`src/rtl/display_pkg.sv`:
```
// Shared display geometry, capture FSM state encoding and default scaling limits
// for the writer that fills the time and frequency display RAMs.
package display_pkg;
    localparam int unsigned ACTIVE_W       = 640;
    localparam int unsigned HALF_H         = 240;
    localparam int unsigned FREQ_BASELINE  = 470;
    localparam int unsigned DEF_TIME_CLAMP = 119;
    localparam int unsigned DEF_FREQ_MAX   = 230;
    localparam int unsigned RAM_AW         = 10;
    localparam int unsigned PIX_W          = 8;

    typedef enum logic [1:0] {
        ST_IDLE = 2'd0,
        ST_TRIG = 2'd1,
        ST_CAPT = 2'd2,
        ST_HOLD = 2'd3
    } time_state_t;
endpackage

```
`src/rtl/sat_scale.sv`:
```
// Right shift (arithmetic when SIGNED, logical otherwise) followed by saturation
// to [-MAX, +MAX] (signed) or [0, MAX] (unsigned); purely combinational.
module sat_scale #(
    parameter int unsigned IN_W   = 16,
    parameter int unsigned OUT_W  = 8,
    parameter int unsigned SHIFT  = 8,
    parameter int unsigned MAX    = 119,
    parameter bit          SIGNED = 1'b1
) (
    input  logic [IN_W-1:0]  i_data,
    output logic [OUT_W-1:0] o_data_c
);
    localparam int unsigned EXT_W = IN_W + 1;
    localparam logic signed [EXT_W-1:0] HI = EXT_W'(MAX);
    localparam logic signed [EXT_W-1:0] LO = SIGNED ? -HI : '0;

    logic signed [EXT_W-1:0] w_ext;
    logic signed [EXT_W-1:0] w_shr;

    // One extra bit lets signed and unsigned inputs share a single signed compare.
    always_comb begin
        w_ext = SIGNED ? $signed({i_data[IN_W-1], i_data}) : $signed({1'b0, i_data});
        w_shr = w_ext >>> SHIFT;
        if (w_shr > HI) begin
            o_data_c = OUT_W'(HI);
        end else if (w_shr < LO) begin
            o_data_c = OUT_W'(LO);
        end else begin
            o_data_c = OUT_W'(w_shr);
        end
    end
endmodule

```
`src/rtl/display_capture_writer.sv`:
```
// Port-A producer for the time and frequency display RAMs: triggered time-window
// capture with scale/clamp, and FFT magnitude compression into bar heights.
module display_capture_writer
    import display_pkg::*;
#(
    parameter int unsigned TIME_LEN     = ACTIVE_W,
    parameter int unsigned DECIM        = 1,
    parameter int unsigned TIME_SHIFT   = 8,
    parameter int unsigned TIME_CLAMP   = DEF_TIME_CLAMP,
    parameter int unsigned TRIG_HYST    = 64,
    parameter int unsigned TRIG_TIMEOUT = 4096,
    parameter int unsigned HOLDOFF      = 1000000,
    parameter int unsigned FREQ_SHIFT   = 4,
    parameter int unsigned FREQ_MAX     = DEF_FREQ_MAX,
    parameter int unsigned FREQ_BINS    = 128
) (
    input  logic              ck100MHz,
    input  logic              resetN,
    input  logic              enable,
    input  logic [15:0]       timeSample,
    input  logic              timeValid,
    input  logic [15:0]       fftMag,
    input  logic              fftValid,
    input  logic              fftLast,
    output logic              enaTime,
    output logic              weaTime,
    output logic [RAM_AW-1:0] addraTime,
    output logic [PIX_W-1:0]  dinaTime,
    output logic              weaFreq,
    output logic [RAM_AW-1:0] addraFreq,
    output logic [PIX_W-1:0]  dinaFreq,
    output logic              captureDone,
    output logic              busy
);
    localparam int unsigned TO_W  = $clog2(TRIG_TIMEOUT + 1);
    localparam int unsigned HO_W  = $clog2(HOLDOFF + 1);
    localparam int unsigned DEC_W = $clog2(DECIM + 1);
    localparam int unsigned BIN_W = $clog2(FREQ_BINS + 1);
    localparam int          ARM_LVL  = -int'(TRIG_HYST);
    localparam logic [RAM_AW-1:0] LAST_IDX = RAM_AW'(TIME_LEN - 1);

    time_state_t       r_state, w_state_next;
    logic              r_armed;
    logic [TO_W-1:0]   r_to_cnt;
    logic [HO_W-1:0]   r_hold_cnt;
    logic [DEC_W-1:0]  r_dec_cnt, w_dec_next;
    logic [RAM_AW-1:0] r_idx;
    logic              r_wr_t, r_done, r_busy;
    logic [RAM_AW-1:0] r_addr_t;
    logic [PIX_W-1:0]  r_din_t;
    logic              w_write, w_last, w_arm;
    logic [PIX_W-1:0]  w_time_scaled, w_freq_scaled;

    logic              r_wait_start, r_frame_ok, r_wr_f;
    logic [BIN_W-1:0]  r_bin;
    logic [RAM_AW-1:0] r_addr_f;
    logic [PIX_W-1:0]  r_din_f;
    logic              w_beat_ok;

    sat_scale #(.IN_W(16), .OUT_W(PIX_W), .SHIFT(TIME_SHIFT), .MAX(TIME_CLAMP), .SIGNED(1'b1))
        u_time_scale (.i_data(timeSample), .o_data_c(w_time_scaled));

    sat_scale #(.IN_W(16), .OUT_W(PIX_W), .SHIFT(FREQ_SHIFT), .MAX(FREQ_MAX), .SIGNED(1'b0))
        u_freq_scale (.i_data(fftMag), .o_data_c(w_freq_scaled));

    always_ff @(posedge ck100MHz or negedge resetN) begin
        if (!resetN) r_state <= ST_IDLE;
        else         r_state <= w_state_next;
    end

    // Trigger, capture and hold sequencing; w_write marks an accepted sample.
    always_comb begin
        w_state_next = r_state;
        w_write      = 1'b0;
        w_last       = (r_idx == LAST_IDX);
        w_arm        = timeValid && (int'($signed(timeSample)) < ARM_LVL);
        w_dec_next   = (r_dec_cnt == DEC_W'(DECIM - 1)) ? '0 : r_dec_cnt + DEC_W'(1);
        unique case (r_state)
            ST_IDLE: if (enable) w_state_next = ST_TRIG;
            ST_TRIG: begin
                if (timeValid) begin
                    if (r_armed && !timeSample[15]) begin
                        w_write      = 1'b1;
                        w_state_next = w_last ? ST_HOLD : ST_CAPT;
                    end else if (r_to_cnt == TO_W'(TRIG_TIMEOUT - 1)) begin
                        w_state_next = ST_CAPT;
                    end
                end
            end
            ST_CAPT: begin
                if (timeValid && (r_dec_cnt == '0)) begin
                    w_write = 1'b1;
                    if (w_last) w_state_next = ST_HOLD;
                end
            end
            ST_HOLD: if (r_hold_cnt == HO_W'(HOLDOFF - 1)) w_state_next = ST_IDLE;
            default: w_state_next = ST_IDLE;
        endcase
    end

    always_ff @(posedge ck100MHz or negedge resetN) begin
        if (!resetN) begin
            r_armed    <= 1'b0;
            r_to_cnt   <= '0;
            r_hold_cnt <= '0;
            r_dec_cnt  <= '0;
            r_idx      <= '0;
            r_wr_t     <= 1'b0;
            r_addr_t   <= '0;
            r_din_t    <= '0;
            r_done     <= 1'b0;
            r_busy     <= 1'b0;
        end else begin
            r_armed    <= (r_state == ST_TRIG) && (r_armed || w_arm);
            r_to_cnt   <= (r_state != ST_TRIG) ? '0 : (timeValid ? r_to_cnt + TO_W'(1) : r_to_cnt);
            r_hold_cnt <= (r_state == ST_HOLD) ? r_hold_cnt + HO_W'(1) : '0;
            if (r_state == ST_TRIG || r_state == ST_CAPT) begin
                if (timeValid && (r_state == ST_CAPT || w_write)) r_dec_cnt <= w_dec_next;
            end else begin
                r_dec_cnt <= '0;
            end
            if (r_state == ST_IDLE) r_idx <= '0;
            else if (w_write)       r_idx <= r_idx + RAM_AW'(1);
            r_wr_t <= w_write;
            if (w_write) begin
                r_addr_t <= r_idx;
                r_din_t  <= w_time_scaled;
            end
            r_done <= r_wr_t && (r_addr_t == LAST_IDX);
            r_busy <= (w_state_next != ST_IDLE);
        end
    end

    // A frame's fate is decided by enable on its first beat and kept until fftLast.
    assign w_beat_ok = r_wait_start ? enable : r_frame_ok;

    always_ff @(posedge ck100MHz or negedge resetN) begin
        if (!resetN) begin
            r_wait_start <= 1'b1;
            r_frame_ok   <= 1'b0;
            r_bin        <= '0;
            r_wr_f       <= 1'b0;
            r_addr_f     <= '0;
            r_din_f      <= '0;
        end else begin
            r_wr_f <= 1'b0;
            if (fftValid) begin
                if (r_wait_start) r_frame_ok <= enable;
                r_wait_start <= fftLast;
                if (fftLast)                          r_bin <= '0;
                else if (r_bin != BIN_W'(FREQ_BINS)) r_bin <= r_bin + BIN_W'(1);
                if (w_beat_ok && (r_bin < BIN_W'(FREQ_BINS))) begin
                    r_wr_f   <= 1'b1;
                    r_addr_f <= RAM_AW'(r_bin);
                    r_din_f  <= w_freq_scaled;
                end
            end
        end
    end

    assign enaTime     = r_wr_t;
    assign weaTime     = r_wr_t;
    assign addraTime   = r_addr_t;
    assign dinaTime    = r_din_t;
    assign weaFreq     = r_wr_f;
    assign addraFreq   = r_addr_f;
    assign dinaFreq    = r_din_f;
    assign captureDone = r_done;
    assign busy        = r_busy;
endmodule

```
`config.mk`:
```
export PLATFORM = sky130hd
export DESIGN_NAME = display_capture_writer
export DESIGN_NICKNAME = d
export VERILOG_FILES = /design/src/rtl/display_pkg.sv /design/src/rtl/sat_scale.sv /design/src/rtl/display_capture_writer.sv
export SDC_FILE = /design/constraint.sdc
export NUM_CORES = 1
export LEC_CHECK = 0
export CORE_UTILIZATION = 53
export DETAILED_ROUTE_END_ITERATION = 8
export PLACE_DENSITY = 0.84
export RECOVER_POWER = 25
export SLEW_MARGIN = 20
export SYNTH_ARGS = -nofsm -noshare
export SYNTH_HDL_FRONTEND = slang
export SYNTH_SLANG_ARGS = --single-unit
export TNS_END_PERCENT = 30
```
`constraint.sdc`:
```
create_clock -name ck100MHz -period 2.3 [get_ports ck100MHz]
set_input_delay 0.575 -clock ck100MHz [delete_from_list [all_inputs] [get_ports ck100MHz]]
set_output_delay 0.575 -clock ck100MHz [all_outputs]
set_load 0.01 [all_outputs]
```
==> flow_summary.ini, run 1 <==
[cts]
postCtsResizedCells = 0
cts_buffers = 9
numClockSinks = 94
cts_hold_buf = 0
clk_pin_slew_ns = 0.10
clk_latency_ns = 0.38
clockRootBuffer = clkbuf_8
htree_levels = 3
cts.path.max_buffers = 2
postCtsSetupBuffers = 0
cts_tree = done

[grt]
grt_pass1_vias = 3312
grt.overflow.total = 0
antenna_found_initial = 0
grt_max_degree = 43
grt_pass1_wl_mm = 15.28
track_usage_pct = 22.26

[cells_and_area]
antenna-diode-count = 0
nFillCells = 611
synthToLayoutAreaGrowth_pct = 22.71
design_area_um2 = 5572
drive_gt1_share_pct = 12.09
layout.nets = 556
multi_input_area_um2 = 2034
regArea_um2 = 2354

[synth]
synth_xor_area_share_pct = 6.751
synth_compound_area_share_pct = 9.038
yosys.area_share.simple_pct = 20.94
synth.most_common_cell = dfrtp_1
synth_edf_count = 0
syn-instance-count = 431
synth_top_family_by_area = simple AND/OR/NAND/NOR gates
syn_avg_cell_area_um2 = 10.54
synthFlopType = dfrtp_1
seq_area_frac_synth_pct = 51.83
synth-adder-area-share_pct = 2.756
netlist.area_leader.share_pct = 51.25
synthMuxAreaShare_pct = 5.153
synthTopCellsByCount = dfrtp_1 (93), nand2_1 (35), nor2_1 (27)
syn_area_um2 = 4541
synth.area.top_cells = dfrtp_1 (51%), mux2_2 (4.7%), xnor2_1 (3.7%)
yosys_warnings = 0
yosysTopAreaCell = dfrtp_1
synth-seq-cells = 94
ys_types = 56
async_flop_share_pct = 100.0

[setup_path]
crit_chain = clkdlybuf4s50_1 > o31a_1 > o41ai_1 > ha_1 > inv_1 > a21oi_1 > o21ai_0
worstPathMaxFanout = 5
critPathCaptureType = flop
cp.buffers_inverters = 2
critical_path_class = input pin to flop
slowest_delay_ns = 0.45
cp.required_ns = 2.60
startpoint_type = input pin
crit_family = compound AO/OA/AOI/OAI gates
cp_data_arrival_time_ns = 2.37
critPathSlowestCell = clkdlybuf4s50_1

[routing]
dr.first_iter.drc_count = 157
post_drt_wl_per_cell_um = 14.84
drcViolationCount = 0
vias_per_cell = 5.528
vias = 3416
dr.pass1.iters = 4
wl_mm = 9.169
drtAntennaViolNets = 0

[run_status]
violations = capacitance limit, slew limit
status = complete, but fails checks

[run]
cap_violations = 1

[timing]
rsz0062_at_grt = no
slew_headroom_pct = -2.877
period_needed_ns = 2.078
hold_viol = 0
setup_violations = 0
tightest_slew_ns = 1.543
clock_skew_ns = 0.01479
fmax_ghz = 0.4813
fin_crit_sh_pct = 90.33
finalMaxSlewViolations = 28

[power]
p_per_area_nw_per_um2 = 569.3
peakVddDrop_uv = 343.1
total_power_mw = 3.172
p_leak_nw = 2.452

[worst_hold_path]
hold_path_class = flop to flop

[die]
dieArea_um2 = 8942
die_x_um = 94.56
io_pins = 79
initial_core_util_pct = 54.98
core_area_um2 = 8258
fp.dieH_um = 94.56
rows = 33

[placement]
hpwl_mm = 6.697
portBuffers = 66
place.gp.congestion = 0.8692
placedInstanceArea_um2 = 5383
cell families (layout without fill, tap and decap cells):
kind of cell    count (synthesis)  in the layout
simple gates                  173            173
mux                            21             21
buf+inv                        34            115
other cells                     1              2
xor+xnor                       35             35
flops                          94             94
fa+ha+maj                      10             10
compound gates                 63             63
registers in the layout, summed over array words and instances (netlist names):
signal / count
r_frame_ok: 1
r_to_cnt: 13
addraFreq: 8
dinaTime: 8
r_bin: 8
busy: 1
r_wait_start: 1
r_state: 2
dinaFreq: 8
captureDone: 1
r_idx: 10
r_armed: 1
r_hold_cnt: 20
enaTime: 1
weaFreq: 1
addraTime: 10
path summary, 6_finish.rpt:
| kind | end | slack (ns) | from | depth (start not counted) |
|---|---|---|---|---|
| max | dinaTime[1] | 0.22 | timeSample[10] | 7 |
| min | dinaTime[2] | 0.49 | dinaTime[2] | 2 |
| max reg2reg | busy | 0.32 | r_state[0] | 7 |
| min reg2reg | dinaTime[2] | 0.49 | dinaTime[2] | 2 |
| max in group asynchronous | r_hold_cnt[11] | 0.65 | resetN | 2 |
| min in group asynchronous | r_bin[4] | 0.55 | resetN | 1 |
layer usage:
metal	track usage, %	share of wire [%]
met1	27.66	43
met2	38.10	50
met3	4.509	5.4
met4	8.838	1.6
met5	0	0
tightest hold or removal path: cells and delay by family (launching register included):
kind            cells  cell delay, ns
flops               1            0.35
simple gates        1            0.04
compound gates      1            0.06
layout make-up:
type                       instances  share of cell area, %
multi-input combinational        304                  36.51
clock inverter                     7                  1.235
sequential                        94                  42.24
timing repair buffer              81                  14.22
clock buffer                       9                  2.223
inverter                          18                  1.213
tap                              105                  2.358
cell usage in the layout (no fill, tap or decap), types with 3 or more instances in the layout:
master and n:
nand2_1 35, nand3_1 18, and4_1 3, a21boi_0 3, clkbuf_8 9, or3_1 9
xnor2_1 19, clkdlybuf4s50_1 65, mux2_2 19, ha_1 10, nor2_1 27, inv_1 17
o21ai_0 18, o31ai_1 5, and2_1 26, nand4_1 13, nor2b_1 4, and3_1 4
xor2_1 16, nor4_1 5, dfrtp_1 93, nor3_1 11, o22ai_1 3, buf_4 13
a21oi_1 18
power by group:
group | switching, mW | internal (mW)
combinational | 0.153 | 0.191
clock | 0.647 | 0.416
sequential | 0.0544 | 1.71
through the flow:
stage	std cells	setup slack (ns)	utilization, %	hold slack, ns	TNS, ns
after detailed placement	602	-0.1354	65.18	0.4712	-0.7994
after global routing	618	0.1413	67.47	0.5174	0
after global placement	602	-0.06466	65.18	0.4664	-0.4272
after floorplan	432	0.4120	-	0.2794	0
after CTS	618	0.2491	67.52	0.09173	0
final	618	0.2224	67.47	0.4863	0
No activity file was read; power rests on OpenSTA's default activity.
==> inputs of run 2 (changes only) <==
--- a/config.mk
+++ b/config.mk
@@ -9,7 +9,7 @@
 export DETAILED_ROUTE_END_ITERATION = 8
 export PLACE_DENSITY = 0.84
 export RECOVER_POWER = 25
-export SLEW_MARGIN = 20
+export SLEW_MARGIN = 40
 export SYNTH_ARGS = -nofsm -noshare
 export SYNTH_HDL_FRONTEND = slang
 export SYNTH_SLANG_ARGS = --single-unit
==> results of run 2 <==
Final layout, timing and power as in run 1 (identical DEF).
